[config.mk]
export PLATFORM = sky130hd
export DESIGN_NAME = multi_tc_gen
export DESIGN_NICKNAME = d
export VERILOG_FILES = /design/src/rtl/multi_tc_gen.sv
export SDC_FILE = /design/constraint.sdc
export NUM_CORES = 1
export LEC_CHECK = 0
export CAP_MARGIN = 15
export CORE_UTILIZATION = 53
export CTS_CLUSTER_DIAMETER = 150
export DETAILED_ROUTE_END_ITERATION = 10
export PLACE_DENSITY = 0.89
export SYNTH_ARGS = -nofsm -noshare
export SYNTH_HDL_FRONTEND = slang
export SYNTH_SLANG_ARGS = --single-unit
[constraint.sdc]
create_clock -name clk -period 3.65 [get_ports clk]
set_clock_uncertainty 0.2 [all_clocks]
set_input_delay 0.365 -clock clk [delete_from_list [all_inputs] [get_ports clk]]
set_output_delay 0.365 -clock clk [all_outputs]
set_load 0.01 [all_outputs]
[src/rtl/multi_tc_gen.sv]
// Multi-channel timer/counter: one free-running prescaler shared by N channels.
// Each channel selects a prescaler tap as its tick and runs as free-run, one-shot or PWM.
module multi_tc_gen #(
  parameter int N    = 3,
  parameter int W    = 8,
  parameter int PSW  = 32,
  parameter int TAPW = 5
) (
  input  logic              clk,
  input  logic              rst,
  input  logic [N-1:0]      ch_en,
  input  logic [2*N-1:0]    ch_mode,
  input  logic [TAPW*N-1:0] ch_tap,
  input  logic [W*N-1:0]    ch_top,
  input  logic [W*N-1:0]    ch_cmp,
  input  logic [N-1:0]      ch_start,
  output logic [W*N-1:0]    cnt_out,
  output logic [N-1:0]      pwm_out,
  output logic [N-1:0]      wrap_pulse,
  output logic [N-1:0]      done
);

  typedef enum logic [1:0] {
    MODE_OFF     = 2'b00,
    MODE_FREE    = 2'b01,
    MODE_ONESHOT = 2'b10,
    MODE_PWM     = 2'b11
  } mode_e;

  localparam int PIW = (PSW > 1) ? $clog2(PSW) : 1;
  localparam logic [PSW-1:0] PS_ONE  = PSW'(1);
  localparam logic [W-1:0]   CNT_ONE = W'(1);
  localparam logic [W-1:0]   CNT_ZERO = W'(0);

  // Out-of-range tap indices select the prescaler MSB.
  function automatic logic [PIW-1:0] clamp_tap(input logic [TAPW-1:0] tap);
    logic [PIW-1:0] idx;
    if (32'(tap) >= 32'(PSW)) begin
      idx = PIW'(PSW - 1);
    end else begin
      idx = PIW'(tap);
    end
    return idx;
  endfunction

  logic [PSW-1:0] ps_r;
  logic [N-1:0]   prev_r;
  logic [W-1:0]   cnt_r [N];
  logic [N-1:0]   run_r;
  logic [N-1:0]   done_r;
  logic [N-1:0]   wrap_r;

  mode_e          mode_s    [N];
  logic [W-1:0]   top_s     [N];
  logic [W-1:0]   cmp_s     [N];
  logic [N-1:0]   tap_bit_s;
  logic [N-1:0]   tick_s;
  logic [W-1:0]   cnt_nx_s  [N];
  logic [N-1:0]   run_nx_s;
  logic [N-1:0]   done_nx_s;
  logic [N-1:0]   wrap_nx_s;

  // Per-channel field extraction and rising-edge tick detection on the selected tap.
  always_comb begin
    for (int i = 0; i < N; i++) begin
      mode_s[i]    = mode_e'(ch_mode[2*i +: 2]);
      top_s[i]     = ch_top[W*i +: W];
      cmp_s[i]     = ch_cmp[W*i +: W];
      tap_bit_s[i] = ps_r[clamp_tap(ch_tap[TAPW*i +: TAPW])];
      tick_s[i]    = tap_bit_s[i] & ~prev_r[i];
    end
  end

  // Next-state for each channel: OFF > start > enabled tick > hold.
  always_comb begin
    for (int i = 0; i < N; i++) begin
      cnt_nx_s[i]  = cnt_r[i];
      run_nx_s[i]  = run_r[i];
      done_nx_s[i] = done_r[i];
      wrap_nx_s[i] = 1'b0;
      if (mode_s[i] == MODE_OFF) begin
        cnt_nx_s[i]  = CNT_ZERO;
        run_nx_s[i]  = 1'b0;
        done_nx_s[i] = 1'b0;
      end else if (ch_start[i]) begin
        cnt_nx_s[i]  = CNT_ZERO;
        done_nx_s[i] = 1'b0;
        if (mode_s[i] == MODE_ONESHOT) begin
          run_nx_s[i] = 1'b1;
        end else begin
          run_nx_s[i] = run_r[i];
        end
      end else if (ch_en[i] && tick_s[i]) begin
        case (mode_s[i])
          MODE_FREE, MODE_PWM: begin
            // >= so that lowering top below the current count wraps on the next tick.
            if (cnt_r[i] >= top_s[i]) begin
              cnt_nx_s[i]  = CNT_ZERO;
              wrap_nx_s[i] = 1'b1;
            end else begin
              cnt_nx_s[i] = cnt_r[i] + CNT_ONE;
            end
          end
          MODE_ONESHOT: begin
            if (!run_r[i]) begin
              cnt_nx_s[i] = cnt_r[i];
            end else if (cnt_r[i] >= top_s[i]) begin
              run_nx_s[i]  = 1'b0;
              done_nx_s[i] = 1'b1;
            end else begin
              cnt_nx_s[i] = cnt_r[i] + CNT_ONE;
            end
          end
          default: begin
            cnt_nx_s[i] = cnt_r[i];
          end
        endcase
      end else begin
        cnt_nx_s[i] = cnt_r[i];
      end
    end
  end

  // Prescaler, tap history and channel state registers.
  always_ff @(posedge clk) begin
    if (rst) begin
      ps_r   <= '0;
      prev_r <= '0;
      run_r  <= '0;
      done_r <= '0;
      wrap_r <= '0;
      for (int i = 0; i < N; i++) begin
        cnt_r[i] <= CNT_ZERO;
      end
    end else begin
      ps_r   <= ps_r + PS_ONE;
      prev_r <= tap_bit_s;
      run_r  <= run_nx_s;
      done_r <= done_nx_s;
      wrap_r <= wrap_nx_s;
      for (int i = 0; i < N; i++) begin
        cnt_r[i] <= cnt_nx_s[i];
      end
    end
  end

  // Output buses; PWM is decoded straight from the count register.
  always_comb begin
    for (int i = 0; i < N; i++) begin
      cnt_out[W*i +: W] = cnt_r[i];
      pwm_out[i]        = (mode_s[i] == MODE_PWM) && (cnt_r[i] < cmp_s[i]);
    end
    wrap_pulse = wrap_r;
    done       = done_r;
  end

endmodule

==> results.md <==
* Power Density at 248 nW/um2
* Max-cap violations at 0
* Router iterations before antenna repair at 5
* First-pass GRT wire length at 22.6 mm
* Vias at 5223
* Leakage power at 2.80 nW
* Sw power at 0.000444 W
* Cell taking the most area after synthesis: dfxtp_1
* Place WS at 327 ps
* Reg2Reg Setup Slack at 590 ps
* Met3 WL post-DR at 748 um
* Final TNS setup at 0 ps
* Die Area at 10400 um2
* Worst-path clk slew at 80 ps
* Startpoint types: input port
* Worst setup margin at 545 ps
* Top-count cell post-synth: dfxtp_1
* Final setup fails at 0
* WP data required at 3080 ps
* Largest net degree at the start of global routing at 37
* Post-layout nets at 885
* GPL Wtd Cong at 1.02
* Initial Util at 0.544
* Metal2 WL at 6.72 mm
* Top_reg_cell synth: dfxtp_1
* Clock Root Buffer: clkbuf_8
* Core area at 9730 um2
* GRT Overall Usage at 0.270
* IO Pins at 110
* Post-CTS Setup Inserts at 0
* Fin crit period at 3110 ps
* Critical Path End Type: primary output
* Row cnt at 36
* Crit Path Max Fanout at 1
* Library cells used by synthesis at 64
* Sw Ratio at 0.270
* IO buf count at 109
* TritonCTS Buffers at 9
* Initial antenna violation count at 0
* Comb pwr share at 0.167
* RSZ-0062 raised after global routing: false
* Synth Area per Inst at 8.01 um2
* TritonCTS clock tree: built
* Total grt overflow at 0
* FF-to-FF End: cnt_r[0][2]$_SDFFE_PP0P_
* Detail Route Antenna Nets at 0
* CP Data Arrival Time at 2540 ps
* Maximum VDD drop at 0.186 mV
* Max-Slew Margin vs Limit at 0.513
* Seq/Total Area, Yosys at 0.257
* Critical Path Sink: pwm_out[2]
* Crit path launch: ch_cmp[17]
* Vias in the first global route at 5006
* FF-to-FF path depth at 9
* Ant. Diodes at 0
* Mapped Area at 5290 um2
* # hold bufs at CTS at 0
* R2R Path Start: cnt_r[0][0]$_SDFFE_PP0P_
* Die Height at 102 um
* Share of the synthesized area in the top cell type at 0.257
* Hold Crit Class: flop to flop
* Ranking of synthesized cells by area: dfxtp_1 26%, ha_1 12%, mux2i_1 8.3%, inv_1 4.4%, nand2_1 3.9%
* Fin crit share at 0.851
* Share of layout cells above drive strength 1 at 0.0484
* Clock network fraction of design power at 0.372
* Dpl hpwl at 10.4 mm
* DRT met1 WL at 5.88 mm
* CTS HTree Levels at 3
* Int Pwr at 0.00120 W
* Starting DRC count in detailed routing at 282
* # clock sinks at 68
* Post-synth top cells: 68 x dfxtp_1, 62 x inv_1, 55 x nand2_1, 52 x nor2_1, 49 x ha_1
* Seq pwr share at 0.461
* Syn. warnings at 0
* Layout Cells excl Fill at 897
* Highest clock rate at 322 MHz
* CP Class: input port to primary output
* Slew Viols, Final at 0
* Avg WL per Cell at 15.2 um
* Drt via density at 5.82
* Post-Place Cells at 881
* Net Count, Synth at 787
* P&R area growth vs syn at 25.0%
* Top Layer Used: met4
* Maximum clock insertion buffer count at 2
* EDFF count, synth at 0
* CTS resizes at 0
* Post-synth ARST share at 0
* Transition time of the tightest slew-check pin at 724 ps
* Synth Instances at 661
* Final wirelength at 13.7 mm
* Final Hold Viols at 0
* Outcome: finished clean
* Insertion delay to the later sink of the worst-skew pair at 350 ps
* Die X at 102 um
* Drt drc at 0
* Synthesis-stage register bit count at 68
-- final cells by class --
| class | count | area, um2 |
|---|---|---|
| timing repair buffer | 114 | 1130 |
| multi-input combinational | 504 | 3530 |
| sequential | 68 | 1360 |
| tap | 133 | 166 |
| clock inverter | 4 | 31.3 |
| clock buffer | 12 | 165 |
| fill | 857 | 3110 |
| inverter | 62 | 233 |
-- cells in the final DEF (no fill, tap or decap), drive strengths merged, types with 6 or more instances in the layout --
master / netlist / routed
nor2b: 15 / 15
dfxtp: 68 / 68
xor2: 14 / 14
a21o: 11 / 11
a311oi: 8 / 8
o31ai: 6 / 6
xnor2: 8 / 8
clkbuf: 11 / 12
and3: 17 / 17
or3: 9 / 9
inv: 62 / 63
clkdlybuf4s50: 0 / 109
or4: 7 / 7
nand3: 27 / 27
mux2i: 44 / 44
a21oi: 33 / 33
nor2: 52 / 52
nor4: 6 / 6
o21ai: 35 / 35
a22oi: 11 / 11
ha: 49 / 49
a31oi: 9 / 9
nand4: 9 / 9
nand2b: 10 / 10
nand2: 55 / 55
or2: 7 / 7
o211ai: 8 / 8
-- routing by layer --
layer  up-vias  track usage
li1       2579            -
met1      2436        0.323
met2       177        0.493
met3        31       0.0335
met4         0        0.103
met5         -            0
-- power by group through the flow --
stage / Clock (W) / Combinational [W] / Sequential [W]
2_1_floorplan: 0 / 0.000153 / 0.000770
3_3_place_gp: 0 / 0.000261 / 0.000775
3_5_place_dp: 0 / 0.000273 / 0.000775
4_1_cts: 0.000619 / 0.000274 / 0.000757
5_1_grt: 0.000653 / 0.000302 / 0.000759
6_report: 0.000611 / 0.000275 / 0.000758
-- state kept, by name, indices dropped and copies added (netlist names) --
register and cells:
ps_r 32, cnt_r 24, done 3, prev_r 3, run_r 3, wrap_pulse 3
-- worst min-delay path by stage --
stage                               startpoint              endpoint  slack [ps]  cells after the start
after global routing      done[2]$_SDFFE_PP0P_  done[2]$_SDFFE_PP0P_         310                      2
after floorplan             ps_r[0]$_SDFF_PP0_    ps_r[0]$_SDFF_PP0_         250                      1
final                     done[1]$_SDFFE_PP0P_  done[1]$_SDFFE_PP0P_         280                      1
after detailed placement  done[0]$_SDFFE_PP0P_  done[0]$_SDFFE_PP0P_         270                      2
after CTS                 done[0]$_SDFFE_PP0P_  done[0]$_SDFFE_PP0P_         290                      2
after global placement    done[2]$_SDFFE_PP0P_  done[2]$_SDFFE_PP0P_         250                      2
-- cell families (layout without fill, tap and decap cells) --
group           after synthesis  after routing  synth area share
flops                        68             68             0.257
mux                          46             46            0.0896
xor+xnor                     22             22            0.0364
buf+inv                      89            192            0.0754
simple gates                233            233             0.226
compound gates              154            154             0.199
fa+ha+maj                    49             49             0.116
-- worst max-delay path, stage by stage --
cell and delay (ps):
clkdlybuf4s50_1 460, inv_1 40, ha_1 280, a21o_1 160, a21o_1 170, a21oi_1 170, nor2b_1 70, o21ai_0 170
a21o_1 130, clkdlybuf4s50_1 520
-- stage by stage --
step / instance area [um2] / power [W] / util / hold WS [ps]
floorplan: 5290 / 0.000923 / - / 247
global placement: 6420 / 0.00104 / 0.660 / 254
detailed placement: 6420 / 0.00105 / 0.660 / 266
CTS: 6620 / 0.00165 / 0.680 / 287
global route: 6620 / 0.00171 / 0.680 / 311
finish: 6620 / 0.00164 / 0.680 / 277
Power figures use the tool's default switching activity.
